===== src/rtl/decode_if.sv =====
// Handshake and operand bundle between fetch, writeback, the decode stage and execute.
// The slave modport is the decode stage's view; master is the surrounding pipeline.
interface decode_if #(
  parameter int DATA_WIDTH     = 32,
  parameter int REG_ADDR_WIDTH = 5
);
  logic                      instr_valid_in;
  logic [31:0]               instr_in;
  logic                      instr_ready_out;
  logic                      wb_en_in;
  logic [REG_ADDR_WIDTH-1:0] wb_addr_in;
  logic [DATA_WIDTH-1:0]     wb_data_in;
  logic                      ex_valid_out;
  logic                      ex_ready_in;
  logic [6:0]                opcode_out;
  logic [2:0]                funct3_out;
  logic [6:0]                funct7_out;
  logic [DATA_WIDTH-1:0]     rs1_value_out;
  logic [DATA_WIDTH-1:0]     mux_result_out;
  logic [REG_ADDR_WIDTH-1:0] rd_addr_out;
  logic                      illegal_out;

  modport slave (
    input  instr_valid_in, instr_in, wb_en_in, wb_addr_in, wb_data_in, ex_ready_in,
    output instr_ready_out, ex_valid_out, opcode_out, funct3_out, funct7_out,
           rs1_value_out, mux_result_out, rd_addr_out, illegal_out
  );

  modport master (
    output instr_valid_in, instr_in, wb_en_in, wb_addr_in, wb_data_in, ex_ready_in,
    input  instr_ready_out, ex_valid_out, opcode_out, funct3_out, funct7_out,
           rs1_value_out, mux_result_out, rd_addr_out, illegal_out
  );
endinterface


===== src/rtl/decode_stage.sv =====
// RV32 integer decode stage: register file with writeback bypass, OP/OP-IMM operand
// selection and legality check, and a single valid/ready output register.
module decode_stage #(
  parameter int DATA_WIDTH     = 32,
  parameter int REG_ADDR_WIDTH = 5
) (
  input logic     clk_in,
  input logic     rst_in,
  decode_if.slave bus
);
  localparam int NUM_REGS = 2 ** REG_ADDR_WIDTH;
  localparam logic [6:0] OPC_OP_IMM = 7'b0010011;
  localparam logic [6:0] OPC_OP     = 7'b0110011;
  localparam logic [6:0] F7_ZERO    = 7'b0000000;
  localparam logic [6:0] F7_ALT     = 7'b0100000;

  typedef logic [DATA_WIDTH-1:0] word_t;

  word_t rf_q [NUM_REGS];
  word_t rf_d [NUM_REGS];

  logic                      ex_valid_q, ex_valid_d;
  logic [6:0]                opcode_q, opcode_d;
  logic [2:0]                funct3_q, funct3_d;
  logic [6:0]                funct7_q, funct7_d;
  word_t                     rs1_value_q, rs1_value_d;
  word_t                     mux_result_q, mux_result_d;
  logic [REG_ADDR_WIDTH-1:0] rd_addr_q, rd_addr_d;
  logic                      illegal_q, illegal_d;

  logic                      ready_s;
  logic                      accept_s;
  logic [6:0]                dec_opcode_s;
  logic [2:0]                dec_funct3_s;
  logic [6:0]                dec_funct7_raw_s;
  logic [REG_ADDR_WIDTH-1:0] rs1_idx_s, rs2_idx_s;
  word_t                     rs1_val_s, rs2_val_s;
  logic [6:0]                dec_funct7_s;
  word_t                     dec_mux_s;
  logic                      dec_illegal_s;

  assign ready_s          = !ex_valid_q || bus.ex_ready_in;
  assign accept_s         = bus.instr_valid_in && ready_s;
  assign dec_opcode_s     = bus.instr_in[6:0];
  assign dec_funct3_s     = bus.instr_in[14:12];
  assign dec_funct7_raw_s = bus.instr_in[31:25];
  assign rs1_idx_s        = bus.instr_in[15 +: REG_ADDR_WIDTH];
  assign rs2_idx_s        = bus.instr_in[20 +: REG_ADDR_WIDTH];

  // Operand read with same-cycle writeback bypass; x0 is hardwired to zero.
  always_comb begin
    rs1_val_s = rf_q[rs1_idx_s];
    rs2_val_s = rf_q[rs2_idx_s];
    if (rs1_idx_s == '0) begin
      rs1_val_s = '0;
    end else if (bus.wb_en_in && (bus.wb_addr_in == rs1_idx_s)) begin
      rs1_val_s = bus.wb_data_in;
    end else begin
      rs1_val_s = rf_q[rs1_idx_s];
    end
    if (rs2_idx_s == '0) begin
      rs2_val_s = '0;
    end else if (bus.wb_en_in && (bus.wb_addr_in == rs2_idx_s)) begin
      rs2_val_s = bus.wb_data_in;
    end else begin
      rs2_val_s = rf_q[rs2_idx_s];
    end
  end

  always_comb begin
    dec_funct7_s  = 7'd0;
    dec_mux_s     = '0;
    dec_illegal_s = 1'b1;
    case (dec_opcode_s)
      OPC_OP_IMM: begin
        if ((dec_funct3_s == 3'b001) || (dec_funct3_s == 3'b101)) begin
          dec_funct7_s  = dec_funct7_raw_s;
          dec_mux_s     = {{(DATA_WIDTH-5){1'b0}}, bus.instr_in[24:20]};
          dec_illegal_s = !((dec_funct7_raw_s == F7_ZERO) ||
                            ((dec_funct7_raw_s == F7_ALT) && (dec_funct3_s == 3'b101)));
        end else begin
          dec_funct7_s  = 7'd0;
          dec_mux_s     = {{(DATA_WIDTH-12){bus.instr_in[31]}}, bus.instr_in[31:20]};
          dec_illegal_s = 1'b0;
        end
      end
      OPC_OP: begin
        dec_funct7_s  = dec_funct7_raw_s;
        dec_mux_s     = rs2_val_s;
        dec_illegal_s = !((dec_funct7_raw_s == F7_ZERO) ||
                          ((dec_funct7_raw_s == F7_ALT) &&
                           ((dec_funct3_s == 3'b000) || (dec_funct3_s == 3'b101))));
      end
      default: begin
        dec_funct7_s  = 7'd0;
        dec_mux_s     = '0;
        dec_illegal_s = 1'b1;
      end
    endcase
  end

  // Next state: the bundle holds unless a new instruction is accepted.
  always_comb begin
    rf_d = rf_q;
    if (bus.wb_en_in && (bus.wb_addr_in != '0)) begin
      rf_d[bus.wb_addr_in] = bus.wb_data_in;
    end else begin
      rf_d = rf_q;
    end
    ex_valid_d   = ex_valid_q;
    opcode_d     = opcode_q;
    funct3_d     = funct3_q;
    funct7_d     = funct7_q;
    rs1_value_d  = rs1_value_q;
    mux_result_d = mux_result_q;
    rd_addr_d    = rd_addr_q;
    illegal_d    = illegal_q;
    if (accept_s) begin
      ex_valid_d   = 1'b1;
      opcode_d     = dec_opcode_s;
      funct3_d     = dec_funct3_s;
      funct7_d     = dec_funct7_s;
      rs1_value_d  = rs1_val_s;
      mux_result_d = dec_mux_s;
      rd_addr_d    = bus.instr_in[7 +: REG_ADDR_WIDTH];
      illegal_d    = dec_illegal_s;
    end else if (bus.ex_ready_in) begin
      ex_valid_d = 1'b0;
    end else begin
      ex_valid_d = ex_valid_q;
    end
  end

  always_ff @(posedge clk_in) begin
    if (rst_in) begin
      for (int i = 0; i < NUM_REGS; i++) begin
        rf_q[i] <= '0;
      end
      ex_valid_q   <= 1'b0;
      opcode_q     <= 7'd0;
      funct3_q     <= 3'd0;
      funct7_q     <= 7'd0;
      rs1_value_q  <= '0;
      mux_result_q <= '0;
      rd_addr_q    <= '0;
      illegal_q    <= 1'b0;
    end else begin
      rf_q         <= rf_d;
      ex_valid_q   <= ex_valid_d;
      opcode_q     <= opcode_d;
      funct3_q     <= funct3_d;
      funct7_q     <= funct7_d;
      rs1_value_q  <= rs1_value_d;
      mux_result_q <= mux_result_d;
      rd_addr_q    <= rd_addr_d;
      illegal_q    <= illegal_d;
    end
  end

  assign bus.instr_ready_out = ready_s;
  assign bus.ex_valid_out    = ex_valid_q;
  assign bus.opcode_out      = opcode_q;
  assign bus.funct3_out      = funct3_q;
  assign bus.funct7_out      = funct7_q;
  assign bus.rs1_value_out   = rs1_value_q;
  assign bus.mux_result_out  = mux_result_q;
  assign bus.rd_addr_out     = rd_addr_q;
  assign bus.illegal_out     = illegal_q;
endmodule

===== src/flat_wrapper.sv =====
// flat-port wrapper written by rule: the top's interface ports become plain ports
module decode_stage_flat 
#(
  parameter int DATA_WIDTH     = 32,
  parameter int REG_ADDR_WIDTH = 5
)
  (clk_in, rst_in, bus_instr_valid_in, bus_instr_in, bus_wb_en_in, bus_wb_addr_in, bus_wb_data_in, bus_ex_ready_in, bus_instr_ready_out, bus_ex_valid_out, bus_opcode_out, bus_funct3_out, bus_funct7_out, bus_rs1_value_out, bus_mux_result_out, bus_rd_addr_out, bus_illegal_out);
  decode_if #(.DATA_WIDTH(DATA_WIDTH), .REG_ADDR_WIDTH(REG_ADDR_WIDTH)) bus_i ();
  input logic clk_in;
  input logic rst_in;
  input wire logic [$bits(bus_i.instr_valid_in)-1:0] bus_instr_valid_in;
  input wire logic [$bits(bus_i.instr_in)-1:0] bus_instr_in;
  input wire logic [$bits(bus_i.wb_en_in)-1:0] bus_wb_en_in;
  input wire logic [$bits(bus_i.wb_addr_in)-1:0] bus_wb_addr_in;
  input wire logic [$bits(bus_i.wb_data_in)-1:0] bus_wb_data_in;
  input wire logic [$bits(bus_i.ex_ready_in)-1:0] bus_ex_ready_in;
  output wire logic [$bits(bus_i.instr_ready_out)-1:0] bus_instr_ready_out;
  output wire logic [$bits(bus_i.ex_valid_out)-1:0] bus_ex_valid_out;
  output wire logic [$bits(bus_i.opcode_out)-1:0] bus_opcode_out;
  output wire logic [$bits(bus_i.funct3_out)-1:0] bus_funct3_out;
  output wire logic [$bits(bus_i.funct7_out)-1:0] bus_funct7_out;
  output wire logic [$bits(bus_i.rs1_value_out)-1:0] bus_rs1_value_out;
  output wire logic [$bits(bus_i.mux_result_out)-1:0] bus_mux_result_out;
  output wire logic [$bits(bus_i.rd_addr_out)-1:0] bus_rd_addr_out;
  output wire logic [$bits(bus_i.illegal_out)-1:0] bus_illegal_out;
  assign bus_i.instr_valid_in = bus_instr_valid_in;
  assign bus_i.instr_in = bus_instr_in;
  assign bus_i.wb_en_in = bus_wb_en_in;
  assign bus_i.wb_addr_in = bus_wb_addr_in;
  assign bus_i.wb_data_in = bus_wb_data_in;
  assign bus_i.ex_ready_in = bus_ex_ready_in;
  assign bus_instr_ready_out = bus_i.instr_ready_out;
  assign bus_ex_valid_out = bus_i.ex_valid_out;
  assign bus_opcode_out = bus_i.opcode_out;
  assign bus_funct3_out = bus_i.funct3_out;
  assign bus_funct7_out = bus_i.funct7_out;
  assign bus_rs1_value_out = bus_i.rs1_value_out;
  assign bus_mux_result_out = bus_i.mux_result_out;
  assign bus_rd_addr_out = bus_i.rd_addr_out;
  assign bus_illegal_out = bus_i.illegal_out;
  decode_stage #(.DATA_WIDTH(DATA_WIDTH), .REG_ADDR_WIDTH(REG_ADDR_WIDTH)) u_core (.clk_in(clk_in), .rst_in(rst_in), .bus(bus_i));
endmodule

===== config.mk =====
export PLATFORM = sky130hd
export DESIGN_NAME = decode_stage_flat
export DESIGN_NICKNAME = d
export VERILOG_FILES = /design/src/rtl/decode_if.sv /design/src/rtl/decode_stage.sv /design/src/flat_wrapper.sv
export SDC_FILE = /design/constraint.sdc
export NUM_CORES = 2
export LEC_CHECK = 0
export ABC_AREA = 1
export BUFFER_PORTS_ARGS = -buffer_cell sky130_fd_sc_hd__buf_2
export CAP_MARGIN = 20
export CORE_AREA = 2 2 391 393
export CTS_CLUSTER_SIZE = 28
export DETAILED_ROUTE_END_ITERATION = 7
export DIE_AREA = 0 0 393 395
export PLACE_DENSITY_LB_ADDON = 0.3
export SETUP_SLACK_MARGIN = 0.4
export SLEW_MARGIN = 10
export SYNTH_ARGS = -nofsm -noshare
export SYNTH_HDL_FRONTEND = slang
export SYNTH_SLANG_ARGS = --single-unit

===== constraint.sdc =====
create_clock -name clk_in -period 2 [get_ports clk_in]
set_clock_uncertainty 0.2 [all_clocks]
set_input_delay 0.4 -clock clk_in [delete_from_list [all_inputs] [get_ports clk_in]]
set_output_delay 0.4 -clock clk_in [all_outputs]
set_load 0.02 [all_outputs]

==> flow_summary.yaml <==
route:
  postRouteAntennaNets: 0
  drc: 1
  num_vias: 70100
  drt-total-wl_um: 285000
  dr.pass1.iters: 8
  drt_first_iter_violations: 10000
  vias_per_cell: 5.72
  wire_per_inst_um: 23.3
timing:
  hold_viol_final: 0
  max_clock_freq_mhz: 492
  relSlewSlack: 0.333
  min_period_ns: 2.03
  setup_viol_count_final: 1
  worst_pin_slew_ns: 1.00
  grt_setup_unrepaired: "yes"
  fin_tns_setup_ns: -0.0335
  finalMaxSlewViolations: 0
  min_period_over_period: 1.02
  fin_ws_ns: -0.0335
global_route:
  grt_pass1_wl_um: 412000
  antenna_found_initial: 16
  grt_overflow: 0
  grt_max_degree: 79
  grt_usage: 0.351
  grt_pass1_vias: 63600
setup_path:
  r2r-end: "u_core.bus.mux_result_out[26]$_SDFFE_PP0P_"
  end_kind: "output pin"
  reg2reg_from: "u_core.bus.ex_valid_out$_SDFFE_PP0P_"
  worstSetupPathType: "reg2out"
  critPathRequiredTime_ns: 1.40
  crit_path_start_kind: "flop"
  reg2regPathDepth: 9
  r2r_slack_ns: 0.18
  critical_path_arrival_ns: 1.43
  path_max_fanout: 2
min_path:
  hold_depth: 3
  hp-start: "rst_in"
  hp-class: "in2reg"
  min_to: "u_core.bus.mux_result_out[7]$_SDFFE_PP0P_"
power:
  powerDensity_nw_per_um2: 747
  p_sw_frac: 0.292
  leakagePower_nw: 31.4
  clkPwrFrac: 0.437
  power.switching_mw: 16.4
  seq_power_share: 0.406
  comb_power_share: 0.157
  peakVddDrop_mv: 0.860
  intPower_mw: 39.9
clocking:
  ctsHtreeMaxLevel: 4
  cts-root-buf: "clkbuf_16"
  clkSinkCount: 1112
  cts.clk_slew.worst_paths_ns: 0.06
  cts_buffer_depth: 3
  cts_buffers: 130
  clk_latency_ns: 0.79
  cts_tree: "done"
synthesis:
  synth.most_common_cell: "nand2_1"
  synthCells: 9902
  ys.warnings.count: 0
  synthTopCellsByCount: "nand2_1 (2,556), o21ai_0 (1,155), nand3_1 (1,123)"
  synth_largest_area_cell: "dfxtp_1"
  syn_area_um2: 60200
  synth_edf_count: 0
  synthesis.nets: 9976
  yosysUniqueCellTypes: 32
  yosysTopAreaCellShare: 0.370
  synthArstFlopShare: 0
  synth_ff_type: "dfxtp_1"
  syn_area_per_cell_um2: 6.08
  synthTopCellsByArea: "dfxtp_1 (37%), nand2_1 (16%), o21ai_0 (9.6%)"
  seq_area_frac_synth: 0.370
  ys_seq_elements: 1112
layout:
  drive_gt1_frac: 0.132
  fillers: 14900
  final_util: 0.498
  nets: 10200
  syn2layout_area_growth_pct: 25.2
run_status:
  violations: "DRC, setup timing"
  outcome: "finished, violations left"
placed_design:
  globalplace.congestion: 0.974
  dpl.hpwl_um: 180000
  numPortBuffers: 162
floorplan:
  dieArea_um2: 155000
  rows: 143
  coreArea_um2: 151000
  die_y_um: 395
  die_w_um: 393
  start_util: 0.398
  ios: 163
flow_run:
  cap_violations: 0
## layout by cell type, fill, tap and decap left out, drive strengths merged, types with 6 or more instances in the layout
master / instances
a21oi: 969
nor2: 1019
nand2: 2557
nand3: 1125
nor3: 13
dfxtp: 1112
inv: 978
diode: 19
clkinv: 30
o21ai: 1178
buf: 816
a22oi: 6
clkbuf: 206
o211ai: 91
dlygate4sd3: 67
## stage by stage
step                setup slack, ns  cell area [um^2]  power, mW  cells  hold slack (ns)
floorplan                     0.227             60900       27.7   9902            0.219
global placement             -0.579             68000       31.1  11900            0.227
detailed placement           -0.582             68000       31.1  11900            0.230
CTS                         -0.0507             74000       55.7  12200          0.00326
global route                -0.0555             75300       57.8  12200          0.00434
finish                      -0.0335             75300       56.3  12200           0.0133
## logic make-up after synthesis
kind of cell           share of synthesized area
flip-flops                                 0.370
AO/OA/AOI/OAI                              0.191
buffers and inverters                      0.119
AND/OR/NAND/NOR                            0.319
## area by class of cell
class | instances | area [um^2] | area share
multi-input cells | 6970 | 31400 | 0.417
inverters | 976 | 3720 | 0.0494
repair buffers | 898 | 10800 | 0.143
diodes | 19 | 47.5 | 0.000631
clock inverters | 38 | 367 | 0.00487
well taps | 2030 | 2540 | 0.0337
clock buffers | 195 | 3980 | 0.0528
flip-flops and latches | 1112 | 22500 | 0.299
## worst max path at each step
stage,start,end,slack [ns],cells past startpoint
floorplan,bus_instr_in[15],u_core.bus.rs1_value_out[10]$_SDFFE_PP0P_,0.23,12
global placement,bus_instr_in[22],u_core.bus.mux_result_out[6]$_SDFFE_PP0P_,-0.58,14
detailed placement,bus_instr_in[22],u_core.bus.mux_result_out[6]$_SDFFE_PP0P_,-0.58,15
CTS,u_core.bus.ex_valid_out$_SDFFE_PP0P_,bus_instr_ready_out,-0.05,3
global route,u_core.bus.ex_valid_out$_SDFFE_PP0P_,bus_instr_ready_out,-0.06,3
finish,u_core.bus.ex_valid_out$_SDFFE_PP0P_,bus_instr_ready_out,-0.03,3
## power by group through the flow
stage / Combinational [mW] / Clock [mW] / Sequential (mW)
2_1_floorplan: 4.38 / 0 / 23.3
3_3_place_gp: 7.83 / 0 / 23.3
3_5_place_dp: 7.86 / 0 / 23.3
4_1_cts: 8.20 / 24.7 / 22.8
5_1_grt: 9.36 / 25.6 / 22.8
6_report: 8.86 / 24.6 / 22.8
## sequential cells by signal, summed over array words and instances, names as in the netlist
register / flops
u_core.bus.ex_valid_out: 1
u_core.bus.funct3_out: 3
u_core.bus.funct7_out: 7
u_core.bus.illegal_out: 1
u_core.bus.mux_result_out: 32
u_core.bus.opcode_out: 7
u_core.bus.rd_addr_out: 5
u_core.bus.rs1_value_out: 32
u_core.rf_q: 1024
## worst max-delay path, stage by stage (launching register included)
cell	delay (ns)
dfxtp_2	0.34
nand2_2	0.06
buf_6	0.12
buf_6	0.12
## metal layers
layer | global-route usage | vias to the layer above | routed length, um
li1 | - | 32100 | -
met1 | 0.452 | 32200 | 109000
met2 | 0.523 | 4710 | 120000
met3 | 0.0798 | 1045 | 35100
met4 | 0.232 | 8 | 21200
met5 | 0 | - | 74
## repair_timing
action,4_1_cts,5_1_grt
cloned,0,11
hold buffers,71,0
setup buffers,1,34
pin swaps,5,30
setup endpoints to repair,135,660
resized for setup,350,208
endpoints found under the hold margin,376,0
Power figures use the tool's default switching activity.
